==> src/rtl/axi_lite_intc_multi.sv <==
// AXI4-Lite interrupt controller: NUM_IRQ synchronised sources with enable, edge/level mode, W1C ack.
// Optional IRQ_HOLDOFF_EN adds a HOLD register that masks irq for HOLD cycles after an ack.
module axi_lite_intc_multi #(
  parameter int unsigned NUM_IRQ            = 8,
  parameter int unsigned C_S_AXI_ADDR_WIDTH = 5,
  parameter int unsigned C_S_AXI_DATA_WIDTH = 32,
  parameter int unsigned SYNC_STAGES        = 2,
  parameter int unsigned IRQ_ACTIVE_HIGH    = 1
) (
  input  logic                          ACLK,
  input  logic                          ARESETN,
  input  logic [C_S_AXI_ADDR_WIDTH-1:0] s_axi_awaddr,
  input  logic                          s_axi_awvalid,
  output logic                          s_axi_awready,
  input  logic [C_S_AXI_DATA_WIDTH-1:0] s_axi_wdata,
  input  logic [3:0]                    s_axi_wstrb,
  input  logic                          s_axi_wvalid,
  output logic                          s_axi_wready,
  output logic [1:0]                    s_axi_bresp,
  output logic                          s_axi_bvalid,
  input  logic                          s_axi_bready,
  input  logic [C_S_AXI_ADDR_WIDTH-1:0] s_axi_araddr,
  input  logic                          s_axi_arvalid,
  output logic                          s_axi_arready,
  output logic [C_S_AXI_DATA_WIDTH-1:0] s_axi_rdata,
  output logic [1:0]                    s_axi_rresp,
  output logic                          s_axi_rvalid,
  input  logic                          s_axi_rready,
  input  logic [NUM_IRQ-1:0]            irq_src,
  output logic                          irq
);

  localparam int unsigned DW     = C_S_AXI_DATA_WIDTH;
  localparam logic [2:0]  A_GIE  = 3'd0;
  localparam logic [2:0]  A_IER  = 3'd1;
  localparam logic [2:0]  A_IMR  = 3'd2;
  localparam logic [2:0]  A_IAR  = 3'd3;
  localparam logic [2:0]  A_IPR  = 3'd4;
  localparam logic [2:0]  A_ISR  = 3'd5;
`ifdef IRQ_HOLDOFF_EN
  localparam logic [2:0]  A_HOLD = 3'd6;
  localparam logic [2:0]  A_LAST = A_HOLD;
`else
  localparam logic [2:0]  A_LAST = A_ISR;
`endif
  localparam logic [1:0]  RESP_OKAY   = 2'b00;
  localparam logic [1:0]  RESP_SLVERR = 2'b10;
  localparam logic        IRQ_ON      = (IRQ_ACTIVE_HIGH != 0);
  localparam logic        IRQ_OFF     = ~IRQ_ON;

  logic               r_axi_wr_rdy, r_bvalid, r_arready, r_rvalid, r_irq, r_gie;
  logic [1:0]         r_bresp, r_rresp;
  logic [DW-1:0]      r_rdata;
  logic [NUM_IRQ-1:0] r_ier, r_imr, r_isr, r_s_d;
  logic [NUM_IRQ-1:0] r_sync [SYNC_STAGES];

  logic               w_wr_en, w_rd_en, w_irq_act, w_unused;
  logic [2:0]         w_waddr, w_raddr;
  logic [DW-1:0]      w_bmask, w_rdata;
  logic [NUM_IRQ-1:0] w_wmask, w_wbits, w_ack, w_s, w_set, w_pend;

  assign w_wr_en = r_axi_wr_rdy & s_axi_awvalid & s_axi_wvalid;
  assign w_rd_en = r_arready & s_axi_arvalid;
  assign w_waddr = s_axi_awaddr[4:2];
  assign w_raddr = s_axi_araddr[4:2];
  assign w_bmask = DW'({{8{s_axi_wstrb[3]}}, {8{s_axi_wstrb[2]}},
                        {8{s_axi_wstrb[1]}}, {8{s_axi_wstrb[0]}}});
  assign w_wmask = NUM_IRQ'(w_bmask);
  assign w_wbits = NUM_IRQ'(s_axi_wdata);
  assign w_ack   = (w_wr_en && (w_waddr == A_IAR)) ? (w_wbits & w_wmask) : '0;
  assign w_s     = r_sync[SYNC_STAGES-1];
  assign w_set   = (r_imr & w_s & ~r_s_d) | (~r_imr & w_s);
  assign w_pend  = r_isr & r_ier;
  assign w_unused = &{1'b0, s_axi_awaddr, s_axi_araddr, s_axi_wdata, w_bmask};

  assign s_axi_awready = r_axi_wr_rdy;
  assign s_axi_wready  = r_axi_wr_rdy;
  assign s_axi_bvalid  = r_bvalid;
  assign s_axi_bresp   = r_bresp;
  assign s_axi_arready = r_arready;
  assign s_axi_rvalid  = r_rvalid;
  assign s_axi_rresp   = r_rresp;
  assign s_axi_rdata   = r_rdata;
  assign irq           = r_irq;

`ifdef IRQ_HOLDOFF_EN
  logic [15:0] r_hold, r_hold_cnt;
  assign w_irq_act = r_gie & (|w_pend) & (r_hold_cnt == 16'd0);
`else
  assign w_irq_act = r_gie & (|w_pend);
`endif

  // Read mux; IAR and unmapped offsets fall through to zero
  always_comb begin
    w_rdata = '0;
    case (w_raddr)
      A_GIE:   w_rdata = DW'(r_gie);
      A_IER:   w_rdata = DW'(r_ier);
      A_IMR:   w_rdata = DW'(r_imr);
      A_IPR:   w_rdata = DW'(w_pend);
      A_ISR:   w_rdata = DW'(r_isr);
`ifdef IRQ_HOLDOFF_EN
      A_HOLD:  w_rdata = DW'(r_hold);
`endif
      default: w_rdata = '0;
    endcase
  end

  // AXI handshakes: ready pulses once per transfer, one response outstanding per channel
  always_ff @(posedge ACLK or negedge ARESETN) begin
    if (!ARESETN) begin
      r_axi_wr_rdy <= 1'b0;
      r_bvalid     <= 1'b0;
      r_bresp      <= RESP_OKAY;
      r_arready    <= 1'b0;
      r_rvalid     <= 1'b0;
      r_rresp      <= RESP_OKAY;
      r_rdata      <= '0;
    end else begin
      r_axi_wr_rdy <= s_axi_awvalid & s_axi_wvalid & ~r_bvalid & ~r_axi_wr_rdy;
      if (w_wr_en) begin
        r_bvalid <= 1'b1;
        r_bresp  <= (w_waddr <= A_LAST) ? RESP_OKAY : RESP_SLVERR;
      end else if (r_bvalid && s_axi_bready) begin
        r_bvalid <= 1'b0;
      end
      r_arready <= s_axi_arvalid & ~r_rvalid & ~r_arready;
      if (w_rd_en) begin
        r_rvalid <= 1'b1;
        r_rdata  <= w_rdata;
        r_rresp  <= (w_raddr <= A_LAST) ? RESP_OKAY : RESP_SLVERR;
      end else if (r_rvalid && s_axi_rready) begin
        r_rvalid <= 1'b0;
      end
    end
  end

  // Control/status registers and the aggregated irq flop
  always_ff @(posedge ACLK or negedge ARESETN) begin
    if (!ARESETN) begin
      r_gie <= 1'b0;
      r_ier <= '0;
      r_imr <= '0;
      r_isr <= '0;
      r_irq <= IRQ_OFF;
`ifdef IRQ_HOLDOFF_EN
      r_hold     <= '0;
      r_hold_cnt <= '0;
`endif
    end else begin
      if (w_wr_en) begin
        case (w_waddr)
          A_GIE:  if (s_axi_wstrb[0]) r_gie <= s_axi_wdata[0];
          A_IER:  r_ier <= (r_ier & ~w_wmask) | (w_wbits & w_wmask);
          A_IMR:  r_imr <= (r_imr & ~w_wmask) | (w_wbits & w_wmask);
`ifdef IRQ_HOLDOFF_EN
          A_HOLD: r_hold <= (r_hold & ~w_bmask[15:0]) | (s_axi_wdata[15:0] & w_bmask[15:0]);
`endif
          default: ;
        endcase
      end
      // Set dominates a simultaneous ack
      r_isr <= (r_isr & ~w_ack) | w_set;
      r_irq <= w_irq_act ? IRQ_ON : IRQ_OFF;
`ifdef IRQ_HOLDOFF_EN
      if (|w_ack)
        r_hold_cnt <= r_hold;
      else if (r_hold_cnt != 16'd0)
        r_hold_cnt <= r_hold_cnt - 16'd1;
`endif
    end
  end

  // Source synchroniser and edge-detect history
  always_ff @(posedge ACLK or negedge ARESETN) begin
    if (!ARESETN) begin
      for (int i = 0; i < SYNC_STAGES; i++) r_sync[i] <= '0;
      r_s_d <= '0;
    end else begin
      r_sync[0] <= irq_src;
      for (int i = 1; i < SYNC_STAGES; i++) r_sync[i] <= r_sync[i-1];
      r_s_d <= w_s;
    end
  end

endmodule

==> config.mk <==
export PLATFORM = sky130hd
export DESIGN_NAME = axi_lite_intc_multi
export DESIGN_NICKNAME = d
export VERILOG_FILES = /design/src/rtl/axi_lite_intc_multi.sv
export SDC_FILE = /design/constraint.sdc
export NUM_CORES = 1
export LEC_CHECK = 0
export CAP_MARGIN = 20
export CORE_ASPECT_RATIO = 1.1
export CORE_MARGIN = 2
export CORE_UTILIZATION = 41
export CTS_BUF_LIST = sky130_fd_sc_hd__clkbuf_8
export DETAILED_ROUTE_END_ITERATION = 6
export GPL_TIMING_DRIVEN = 0
export MAX_ROUTING_LAYER = met4
export PLACE_DENSITY = 0.78
export SYNTH_ARGS = -nofsm -noshare
export SYNTH_HDL_FRONTEND = slang
export SYNTH_SLANG_ARGS = --single-unit
==> constraint.sdc <==
create_clock -name ACLK -period 1.8 [get_ports ACLK]
set_clock_uncertainty 0.2 [all_clocks]
set_input_delay 0.36 -clock ACLK [delete_from_list [all_inputs] [get_ports ACLK]]
set_output_delay 0.36 -clock ACLK [all_outputs]
set_load 0.005 [all_outputs]
==> impl_metrics.sql <==
INSERT INTO impl_metrics (metric_group, metric, value, unit) VALUES
('pwr', 'internal-power', '3.10', 'mW'),
('detailed_routing', 'detail_route.drc_violations', '0', ''),
('finish', 'finalNonFillerCells', '405', ''),
('min_path', 'min_delay_path_depth', '0', ''),
('placed_design', 'routabilityCongestion', '0.831', ''),
('finish', 'drive_gt1_share', '25.4', '%'),
('floorplanning', 'initial_utilization', '41.8', '%'),
('outcome', 'status', 'complete, no violations', ''),
('worst_setup_path', 'endpoint_kind', 'primary output', ''),
('timing', 'setup_slack', '0.0447', 'ns'),
('synthesis', 'synth_area', '2710', 'um^2'),
('finish', 'area.growth.synth_to_final', '39.8', '%'),
('floorplanning', 'die_w', '81.5', 'um'),
('worst_setup_path', 'rr_worst_depth', '4', ''),
('detailed_routing', 'drt_first_iter_violations', '155', ''),
('clock_network', 'cts.reportedPaths.clkPinSlew', '0.07', 'ns'),
('min_path', 'hold_path_class', 'reg -> reg', ''),
('timing', 'max_slew.worst_pin.slew', '0.557', 'ns'),
('timing', 'final-max-slew-violation-count', '0', ''),
('detailed_routing', 'drtAntennaViolNets', '0', ''),
('pwr', 'cellLeakagePower', '1.82', 'nW'),
('finish', 'antenna_cells_inserted', '0', ''),
('detailed_routing', 'routed_wirelength', '5490', 'um'),
('pwr', 'power.share.sequential', '41.7', '%'),
('pwr', 'clockPowerShare', '44.7', '%'),
('placed_design', 'number_of_buffers_added_on_ports', '43', ''),
('detailed_routing', 'drt_pre_antenna_iters', '4', ''),
('timing', 'setup_violations', '0', ''),
('clock_network', 'root_buffer', 'clkbuf_8', ''),
('clock_network', 'cts_htree_levels', '3', ''),
('floorplanning', 'placement_rows', '31', ''),
('worst_setup_path', 'cp.arrival', '1.20', 'ns'),
('clock_network', 'clock_latency', '0.33', 'ns'),
('min_path', 'worst_hold_path.endpoint', 'w_s[1]$_DFF_PN0_', ''),
('timing', 'period_needed', '1.76', 'ns'),
('worst_setup_path', 'crit_path_cell_trace', 'clkdlybuf4s50_1', ''),
('floorplanning', 'placeableCoreArea', '6480', 'um^2'),
('floorplanning', 'die_area', '7270', 'um^2'),
('worst_setup_path', 'ff2ff_setup_slack', '0.06', 'ns'),
('detailed_routing', 'wire_per_inst', '13.6', 'um'),
('min_path', 'hold_start', 'r_sync[9]$_DFF_PN0_', ''),
('placed_design', 'place_ws', '-0.604', 'ns'),
('pwr', 'switching_share', '21.5', '%'),
('clock_network', 'clockBufferDepth', '2', ''),
('timing', 'timing_hold_violations_final', '0', ''),
('worst_setup_path', 'r2r_start', 's_axi_awready$_DFF_PN0_', ''),
('synthesis', 'ys_seq_elements', '64', ''),
('placed_design', 'post-place-cells', '377', ''),
('detailed_routing', 'route.detailed.vias_per_inst', '4.78', ''),
('pwr', 'power.ir.vdd_worst', '0.687', 'mV'),
('clock_network', 'tritoncts.num_buffers', '9', ''),
('worst_setup_path', 'critical_path_buf_inv_count', '1', ''),
('worst_setup_path', 'cp-start-kind', 'register', ''),
('synthesis', 'synth.lib_cells_used.distinct', '30', ''),
('timing', 'hold-worst-slack', '0.144', 'ns'),
('job', 'cap_violations', '0', ''),
('worst_setup_path', 'cp_data_required_time', '1.24', 'ns'),
('synthesis', 'gate_count_post_synth', '225', ''),
('timing', 'sum_of_negative_setup_slack', '0', 'ns'),
('timing', 'max_slew_margin', '62.9', '%'),
('global_routing', 'via_count_of_the_first_global_routing_pass', '1909', ''),
('synthesis', 'synth-seq-area-share', '59.1', '%'),
('pwr', 'comb_power_share', '13.7', '%'),
('clock_network', 'cts_tree', 'built', ''),
('worst_setup_path', 'setup.worst_path.class', 'reg -> out', ''),
('detailed_routing', 'route.vias.total', '1934', ''),
('pwr', 'pwr_dens', '1040', 'nW/um^2'),
('worst_setup_path', 'cp_max_fo', '3', ''),
('synthesis', 'synth-warning-count', '0', ''),
('timing', 'timing.fmax', '0.570', 'GHz'),
('global_routing', 'largest_net_degree_at_the_start_of_global_routing', '42', '');
## logic make-up (layout without fill, tap and decap cells)
| family | after synthesis | count (layout) | synth area share, % |
|---|---|---|---|
| DFF | 64 | 64 | 59.1 |
| buffers and inverters | 37 | 110 | 9.15 |
| muxes | 18 | 18 | 8.55 |
| other | 1 | 26 | 0.138 |
| AOI/OAI and AO/OA | 57 | 57 | 13.0 |
| and+or+nand+nor | 48 | 48 | 9.98 |
## through the flow
stage,utilization [%],total power [mW],instance area (um^2)
after global placement,51.5,2.15,3330
after CTS,56.9,3.93,3680
after global routing,58.4,4.13,3780
after detailed placement,51.8,2.17,3350
after floorplan,-,1.87,2800
final,58.4,3.95,3780
## power by group through the flow
| stage | combinational (mW) | clock, mW | sequential (mW) |
|---|---|---|---|
| 4_1_cts | 0.498 | 1.79 | 1.65 |
| 2_1_floorplan | 0.211 | 0 | 1.66 |
| 3_3_place_gp | 0.482 | 0 | 1.67 |
| 5_1_grt | 0.605 | 1.87 | 1.66 |
| 3_5_place_dp | 0.498 | 0 | 1.68 |
| 6_report | 0.540 | 1.76 | 1.64 |
## routing by layer
layer / vias to the layer above / global-route usage (%) / wire length [um]
met1: 930 / 20.8 / 2340
met4: 0 / 6.47 / 65
li1: 931 / - / -
met2: 67 / 27.3 / 2760
met5: - / - / 0
met3: 6 / 4.65 / 326
## synth_stat cells, drive strengths merged
| cell type | n | share of area, % |
|---|---|---|
| dfrtp | 64 | 59 |
| buf | 29 | 8.0 |
| a21oi | 23 | 4.3 |
| nand2 | 23 | 3.2 |
| mux2 | 17 | 8.2 |
| a31oi | 8 | 1.8 |
| nand3b | 8 | 2.2 |
| o211ai | 8 | 2.2 |
| a21o | 7 | 1.9 |
| nor2 | 7 | 0.97 |
| clkbuf | 5 | 0.69 |
| a22oi | 4 | 1.1 |
| o21ai | 4 | 0.74 |
| inv | 3 | 0.42 |
| nor3 | 2 | 0.37 |
| nor3b | 2 | 0.55 |
| a41oi | 1 | 0.32 |
| and2 | 1 | 0.23 |
| conb | 1 | 0.14 |
| mux2i | 1 | 0.37 |
| nand3 | 1 | 0.18 |
| nand4 | 1 | 0.79 |
| nor4 | 1 | 0.23 |
| nor4b | 1 | 0.88 |
| o22a | 1 | 0.32 |
| o31ai | 1 | 0.28 |
| or4b | 1 | 0.37 |
## repair_timing
item / CTS / global route
hold endpoints to repair: 23 / 0
hold buffers: 1 / 0
endpoints found under the setup margin: 34 / 29
gates resized for setup: 12 / 14
pin swaps: 2 / 1
buffers inserted: 3 / 8
## worst max path at each step
stage | slack, ns | start | to | cells after the start
2_1_floorplan | -0.01 | s_axi_awready$_DFF_PN0_ | register | 4
3_3_place_gp | -1.84 | ARESETN | r_s_d[5]$_DFF_PN0_ | 1
3_5_place_dp | -0.60 | s_axi_awvalid | r_isr[3]$_DFF_PN0_ | 5
4_1_cts | -0.03 | s_axi_awready$_DFF_PN0_ | register | 4
5_1_grt | -0.008 | s_axi_rresp[1]$_DFFE_PN0P_ | s_axi_rresp[1] | 1
6_report | 0.04 | s_axi_rvalid$_DFFE_PN0P_ | s_axi_rvalid | 1
## final cells by class
cell class	count	area, um^2
fillers	558	2690
flip-flops and latches	64	1600
multi-input cells	149	972
repair buffers	57	559
plain buffers	34	245
clock inverters	7	168
clock buffers	9	124
well taps	82	103
inverters	3	11.3
## cell usage in the layout (no fill, tap or decap), types with 7 or more instances in the layout
master           instances
dlymetal6s2s_1           8
o211ai_1                 8
dfrtp_1                 63
a21oi_1                 23
conb_1                  26
nor2_1                   7
a21o_1                   7
nand2_1                 23
mux2_2                   9
a31oi_1                  8
mux2_4                   8
buf_4                   37
clkbuf_8                 9
clkdlybuf4s50_1         26
dlygate4sd2_1            7
nand3b_1                 8
(Power assumes the default switching activity.)
